[src/rtl/uart_rx_param.sv]
// rtl/uart_rx_param.sv - parametrised oversampling UART receiver
// Optional RX_MAJORITY_VOTE_EN: 2-of-3 vote around each sample point, one cycle later.
module uart_rx_param #(
    parameter int DATA_BITS   = 8,
    parameter int OVERSAMPLE  = 16,
    parameter int PARITY_MODE = 0,
    parameter int STOP_BITS   = 1
) (
    input  logic                 clk,
    input  logic                 rst,
    input  logic                 data_in,
    output logic [DATA_BITS-1:0] data_out,
    output logic                 character_received,
    output logic                 framing_error,
    output logic                 parity_error,
    output logic                 busy
);
    localparam int TW = $clog2(OVERSAMPLE);
    localparam logic [TW-1:0] TICK_LAST = TW'(OVERSAMPLE - 1);
    localparam logic [TW-1:0] TICK_HALF = TW'(OVERSAMPLE / 2 - 1);
    localparam logic [3:0] DATA_LAST = 4'(DATA_BITS - 1);
    localparam logic [3:0] STOP_LAST = 4'(STOP_BITS - 1);

    typedef enum logic [2:0] {IDLE, START, DATA, PARITY, STOP, DONE} state_t;

    state_t                state, state_next;
    logic [TW-1:0]         tick;
    logic [3:0]            bit_cnt;
    logic [DATA_BITS-1:0]  shift;
    logic                  par, fe_acc, pe_acc;
    logic                  rx_bit, start_seen, sample, par_err_now;

`ifdef RX_MAJORITY_VOTE_EN
    logic [1:0] hist;
    always_ff @(posedge clk) begin
        if (rst) hist <= 2'b11;
        else     hist <= {hist[0], data_in};
    end
    // hist[1], hist[0], data_in straddle the nominal sample cycle
    assign rx_bit     = (hist[1] & hist[0]) | (hist[1] & data_in) | (hist[0] & data_in);
    assign start_seen = ~hist[0];
`else
    assign rx_bit     = data_in;
    assign start_seen = ~data_in;
`endif

    assign sample      = (state == START) ? (tick == TICK_HALF) : (tick == TICK_LAST);
    assign par_err_now = (PARITY_MODE == 2) ? ~(par ^ rx_bit) : (par ^ rx_bit);
    assign busy        = (state != IDLE);

    always_comb begin
        state_next = state;
        case (state)
            IDLE:   if (start_seen) state_next = START;
            START:  if (sample) state_next = rx_bit ? IDLE : DATA;
            DATA:   if (sample && bit_cnt == DATA_LAST)
                        state_next = (PARITY_MODE != 0) ? PARITY : STOP;
            PARITY: if (sample) state_next = STOP;
            STOP:   if (sample && bit_cnt == STOP_LAST) state_next = DONE;
            DONE:   state_next = IDLE;
            default: state_next = IDLE;
        endcase
    end

    always_ff @(posedge clk) begin
        if (rst) state <= IDLE;
        else     state <= state_next;
    end

    always_ff @(posedge clk) begin
        if (rst) begin
            tick               <= '0;
            bit_cnt            <= '0;
            shift              <= '0;
            par                <= 1'b0;
            fe_acc             <= 1'b0;
            pe_acc             <= 1'b0;
            data_out           <= '0;
            character_received <= 1'b0;
            framing_error      <= 1'b0;
            parity_error       <= 1'b0;
        end else begin
            character_received <= 1'b0;
            if (state == IDLE || state_next != state || sample) tick <= '0;
            else                                                tick <= tick + TW'(1);
            if (state_next != state) bit_cnt <= '0;
            else if (sample)         bit_cnt <= bit_cnt + 4'd1;
            case (state)
                IDLE: begin
                    par    <= 1'b0;
                    fe_acc <= 1'b0;
                    pe_acc <= 1'b0;
                end
                DATA: if (sample) begin
                    shift <= {rx_bit, shift[DATA_BITS-1:1]};
                    par   <= par ^ rx_bit;
                end
                PARITY: if (sample) pe_acc <= par_err_now;
                STOP:   if (sample && !rx_bit) fe_acc <= 1'b1;
                DONE: begin
                    data_out           <= shift;
                    character_received <= 1'b1;
                    framing_error      <= fe_acc;
                    parity_error       <= pe_acc;
                end
                default: ;
            endcase
        end
    end
endmodule

[config.mk]
export PLATFORM = sky130hd
export DESIGN_NAME = uart_rx_param
export DESIGN_NICKNAME = d
export VERILOG_FILES = /design/src/rtl/uart_rx_param.sv
export SDC_FILE = /design/constraint.sdc
export NUM_CORES = 1
export LEC_CHECK = 0
export CELL_PAD_IN_SITES_DETAIL_PLACEMENT = 0
export CELL_PAD_IN_SITES_GLOBAL_PLACEMENT = 1
export CORE_ASPECT_RATIO = 2
export CORE_MARGIN = 2
export CORE_UTILIZATION = 35
export CTS_CLUSTER_SIZE = 8
export DETAILED_ROUTE_END_ITERATION = 16
export HOLD_SLACK_MARGIN = 0.03
export PLACE_DENSITY_LB_ADDON = 0.08
export SLEW_MARGIN = 20
export SYNTH_ARGS = -nofsm -noshare
export SYNTH_HDL_FRONTEND = slang
export SYNTH_SLANG_ARGS = --single-unit
export TNS_END_PERCENT = 1
[constraint.sdc]
create_clock -name clk -period 3.16 [get_ports clk]
set_input_delay 0.474 -clock clk [delete_from_list [all_inputs] [get_ports clk]]
set_output_delay 0.474 -clock clk [all_outputs]
set_load 0.01 [all_outputs]
Yosys cells after proc, flatten, opt, wreduce, memory -nomap -nowiden
Cells that the tools add are included.
{"block": "totals", "inputBits": 3, "ff_bits": 33, "out_inout_bits": 12, "elab_cells": 58}
{"block": "op_classes", "bitwise": 1, "n_eq_ne": 12, "addsub": 2, "n_reduce_logical": 18, "muxes": 14}
{"cell": "two-way mux 3 bit", "count": 5}
{"cell": "case mux 3 bit (5 select lines)", "count": 1}
{"cell": "adder 4 x 1 -> 4 bit (second input constant)", "count": 2}
{"cell": "equality test 4 x 3 -> 1 bit (second input constant)", "count": 2}
{"cell": "AND reduction 2 bit", "count": 4}
{"cell": "equality test 3 x 2 -> 1 bit (second input constant)", "count": 2}
{"cell": "equality test 3 bit (second input constant)", "count": 2}
{"cell": "!= test 2 bit (second input constant)", "count": 3}
{"cell": "case mux 1 bit (2 select lines)", "count": 3}
{"cell": "nonzero test 2 bit", "count": 3}
{"cell": "equality test 4 bit (second input constant)", "count": 1}
{"cell": "zero test 4 bit", "count": 1}
{"cell": "two-way mux 1 bit", "count": 4}
{"cell": "OR reduction 2 bit", "count": 2}
{"cell": "equality test 3 x 1 -> 1 bit (second input constant)", "count": 1}
{"cell": "logical AND 1 bit", "count": 3}
{"cell": "zero test 3 bit", "count": 1}
{"cell": "!= test 3 bit", "count": 1}
{"cell": "nonzero test 3 bit", "count": 1}
{"cell": "logical OR 1 bit", "count": 2}
{"cell": "two-way mux 2 bit", "count": 1}
{"cell": "zero test 1 bit", "count": 1}
{"cell": "XOR 1 bit", "count": 1}

Longest topological paths before layout
{"block": "depth", "depth_word": 9, "mapped_depth": 7, "depth_no_buf": 6}

Least setup slack after synthesis
Ideal clock, no wire load.
{"block": "synth_path", "kind": "flip-flop to flip-flop", "startpoint": "reg tick[0]", "endpoint": "reg bit_cnt[3]", "stages_incl_launch_ff": 7, "setup_ns": 0.069, "arrival_time_ns": 1.484, "setup_slack_ns": 1.607, "synth_period_minus_slack_ns": 1.553, "required_ns": 3.091, "cell_sequence": "dfxtp_1 > ha_1 > buf_4 > nand3_1 > mux2_4 > or3_1 > a21oi_2"}
{"block": "synth_between", "elab_chain_cells": 7, "word_cells_on_any_way": 12, "cone_classes": "eq/ne (3); mux (6); reduce/logical (3)"}
{"element": "start, declared", "line_no": "27", "source": "logic [TW-1:0] tick;"}
{"element": "start signal, assigned", "line_no": "85", "source": "else tick <= tick + TW'(1);"}
{"element": "equality test 4 bit / equality test 4 x 3 -> 1 bit (equally long branches)", "line_no": "47", "source": "assign sample = (state == START) ? (tick == TICK_HALF) : (tick == TICK_LAST);"}
{"element": "two-way mux 1 bit *", "line_no": "47"}
{"element": "logical AND 1 bit (on tied branches)", "line_no": "59, 56"}
{"element": "two-way mux 3 bit (on tied branches)", "line_no": "59, 56"}
{"element": "case mux 3 bit (5 select lines)", "line_no": "53", "source": "case (state)"}
{"element": "!= test 3 bit", "line_no": "86", "source": "if (state_next != state) bit_cnt <= '0;"}
{"element": "OR reduction 2 bit (no line)"}
{"element": "end signal, assigned", "line_no": "87", "source": "else if (sample) bit_cnt <= bit_cnt + 4'd1;"}
{"element": "end, declared", "line_no": "28", "source": "logic [3:0] bit_cnt;"}
Mark *: on every way between the ends. The rest lies on a longest branch, timed or not.
A chain may end at the register's enable or synchronous reset.

Worst setup path in the final report
{"block": "layout_path", "startpoint": "reg state[1]", "endpoint": "out busy"}
{"block": "layout_between", "elab_chain_cells": 1}
{"element": "start, declared", "line_no": "26", "source": "state_t state, state_next;"}
{"element": "start signal, assigned", "line_no": "67", "source": "else state <= state_next;"}
{"element": "nonzero test 3 bit", "line_no": "49", "source": "assign busy = (state != IDLE);"}
{"element": "end, declared", "line_no": "16", "source": "output logic busy"}
Every way passes these cells.

==> impl_metrics.csv <==
group,metric,value,unit
outcome,status,"complete, no violations",
critical_path,startpoint_type,"register",
power_and_ir_drop,p_total,0.784,mW
clock_tree,cts_buffers,5,
critical_path,end_kind,"primary output",
critical_path,reg2reg_depth,4,
power_and_ir_drop,power.density,449,nW/um^2
sta,fin_worst_skew,0.00455,ns
critical_path,r2r_slack,1.33,ns
layout,nets,179,
critical_path,critPathKind,"register to primary output",
floorplanning,io-pin-count,15,
hold_path,hold_path_depth,1,
global_routing,grt_max_degree,19,
sta,fin_crit_sh,72.7,%
critical_path,worstPathRequired,2.69,ns
clock_tree,clk_pin_slew_worst_paths,0.07,ns
clock_tree,ctsResizeCount,0,
global_routing,grt_pass1_wl,5420,um
sta,worst_pin_slew,0.698,ns
clock_tree,holdBufCountCts,0,
yosys,synthTopCellsByCount,"dfxtp_1, nor2_1, mux2i_1",
yosys,yosysWarningCount,0,
detailed_routing,post_drt_via_cell_ratio,5.06,
sta,drv_slew,0,
sta,hold_viol_final,0,
clock_tree,htreeDepth,2,
yosys,yosysUniqueCellTypes,41,
floorplanning,initial_core_util,36.7,%
yosys,syn_area,1510,sq um
yosys,synth_ff_type,"dfxtp_1",
yosys,syn_inst,163,
clock_tree,clock_tree.buffer_depth,2,
yosys,synth_seq_cells,33,
layout,n_antenna_cell,0,
job,drv_cap,0,
detailed_routing,wire_per_inst,13.8,um
yosys,async_flop_share,0,%
detailed_routing,drtIter0Drc,18,
clock_tree,clock_sinks,33,
sta,setup_violations,0,
sta,fmax,0.436,GHz
detailed_routing,routed_wl,3100,um
detailed_routing,antenna_left,0,
power_and_ir_drop,peakVddDrop,0.375,mV
detailed_routing,drc,0,
power_and_ir_drop,leakagePower,0.714,nW
yosys,yosysMostFrequentCell,"dfxtp_1",
global_routing,antenna_found_initial,0,
yosys,syn_nets,169,
detailed_routing,vias,1138,
yosys,netlist.area_leader.share,43.6,%
yosys,yosys.area.top_type,"dfxtp_1",
yosys,synth.area.top_cells,"dfxtp_1, mux2i_1, nor2_1, a21oi_1, buf_4",
detailed_routing,firstDrtPassIters,3,
placement,dpl.hpwl,2310,um
layout,drive_gt1_share,9.83,%
floorplanning,rows,33,
yosys,synth_enable_flop_cells,0,
sta,rsz0062_at_grt,"no",
floorplanning,dieWidth,50.5,um
global_routing,grt_use_total,14.3,%
placement,io_buffers,14,
clock_tree,cts_tree,"yes",
layout,area_growth,15.4,%
critical_path,worstPathArrival,1.82,ns
global_routing,grt_pass1_vias,1185,
yosys,syn-mean-instance-area,9.29,sq um
clock_tree,post_cts_buffers,0,
sta,slew_headroom,53.3,%
placement,placed_cells,218,
sta,setup_tns,0,ns
layout,final_util,42.3,%
floorplanning,die_y,97.0,um
clock_tree,insertion_delay,0.28,ns
critical_path,worstPathMaxFanout,14,
floorplanning,core-area,4130,sq um
hold_path,hold_class,"register to register",
layout,final_cell_count_no_fill,225,
yosys,yosysSeqAreaShare,43.6,%
global_routing,overflow,0,
floorplanning,die_area,4900,sq um
clock_tree,clock-root-buffer,"clkbuf_8",
placement,gp_congestion,0.730,
sta,period_minus_slack,2.30,ns
==> cell usage in the layout (no fill, tap or decap), types with 4 or more instances in the layout <==
master / netlist / layout
nor3_1: 7 / 7
clkdlybuf4s50_1: 0 / 14
a21oi_1: 9 / 9
xnor2_1: 4 / 4
clkbuf_8: 0 / 6
o21ai_0: 4 / 4
nand3_1: 6 / 6
mux2i_1: 19 / 19
dfxtp_1: 33 / 33
inv_1: 5 / 5
nor2_1: 26 / 26
nand2_1: 4 / 4
==> worst max-delay path, stage by stage, from the launching register on <==
cell and delay (ns):
dfxtp_1 0.62, or2_2 0.24, nor2_1 0.06, inv_1 0.09, clkdlybuf4s50_1 0.53
==> logic make-up after synthesis <==
kind of cell / share of synthesized area, %
AND/OR/NAND/NOR: 21.1
flip-flops: 43.6
AO/OA/AOI/OAI: 10.0
multiplexers: 13.6
buffers and inverters: 6.36
XOR/XNOR: 2.89
adder cells (fa/ha/maj): 2.48
==> per-layer routing <==
layer	GRT usage [%]	share of wire, %	routed length [um]
met3	2.93	2.2	69
met4	8.32	2.6	82
met5	0	0	0
met2	26.0	56	1750
met1	14.3	39	1200
==> layout make-up <==
type                    instances  area [sq um]
fillers                       446          2380
multi-input cells             111           757
flip-flops and latches         33           661
repair buffers                 16           155
clock buffers                   7          86.3
well taps                      52          65.1
inverters                       6          22.5
==> where the power goes <==
part / internal, mW / switching [mW] / leakage [nW] / total, mW
logic: 0.0171 / 0.0250 / 0.404 / 0.0422
registers: 0.418 / 0.00486 / 0.266 / 0.423
clock network: 0.173 / 0.146 / 0.0443 / 0.319
==> path summary, 6_finish.rpt <==
check                to  startpoint
max                busy    state[1]
min             tick[0]     tick[0]
max reg2reg  bit_cnt[3]    state[0]
min reg2reg     tick[0]     tick[0]
==> per-stage QoR <==
| step | area, sq um | hold slack [ns] | worst slack [ns] |
|---|---|---|---|
| after floorplan | 1510 | 0.433 | 1.61 |
| after global placement | 1660 | 0.445 | 1.18 |
| after CTS | 1750 | 0.474 | 0.872 |
| after global routing | 1750 | 0.494 | 0.728 |
| after detailed placement | 1660 | 0.466 | 1.14 |
| final | 1750 | 0.462 | 0.864 |
==> registers in the layout, indices dropped and copies added, names as in the netlist <==
register,cells
bit_cnt,4
character_received,1
data_out,8
fe_acc,1
framing_error,1
par,1
parity_error,1
pe_acc,1
shift,8
state,3
tick,4
No activity file was read; power rests on OpenSTA's default activity.
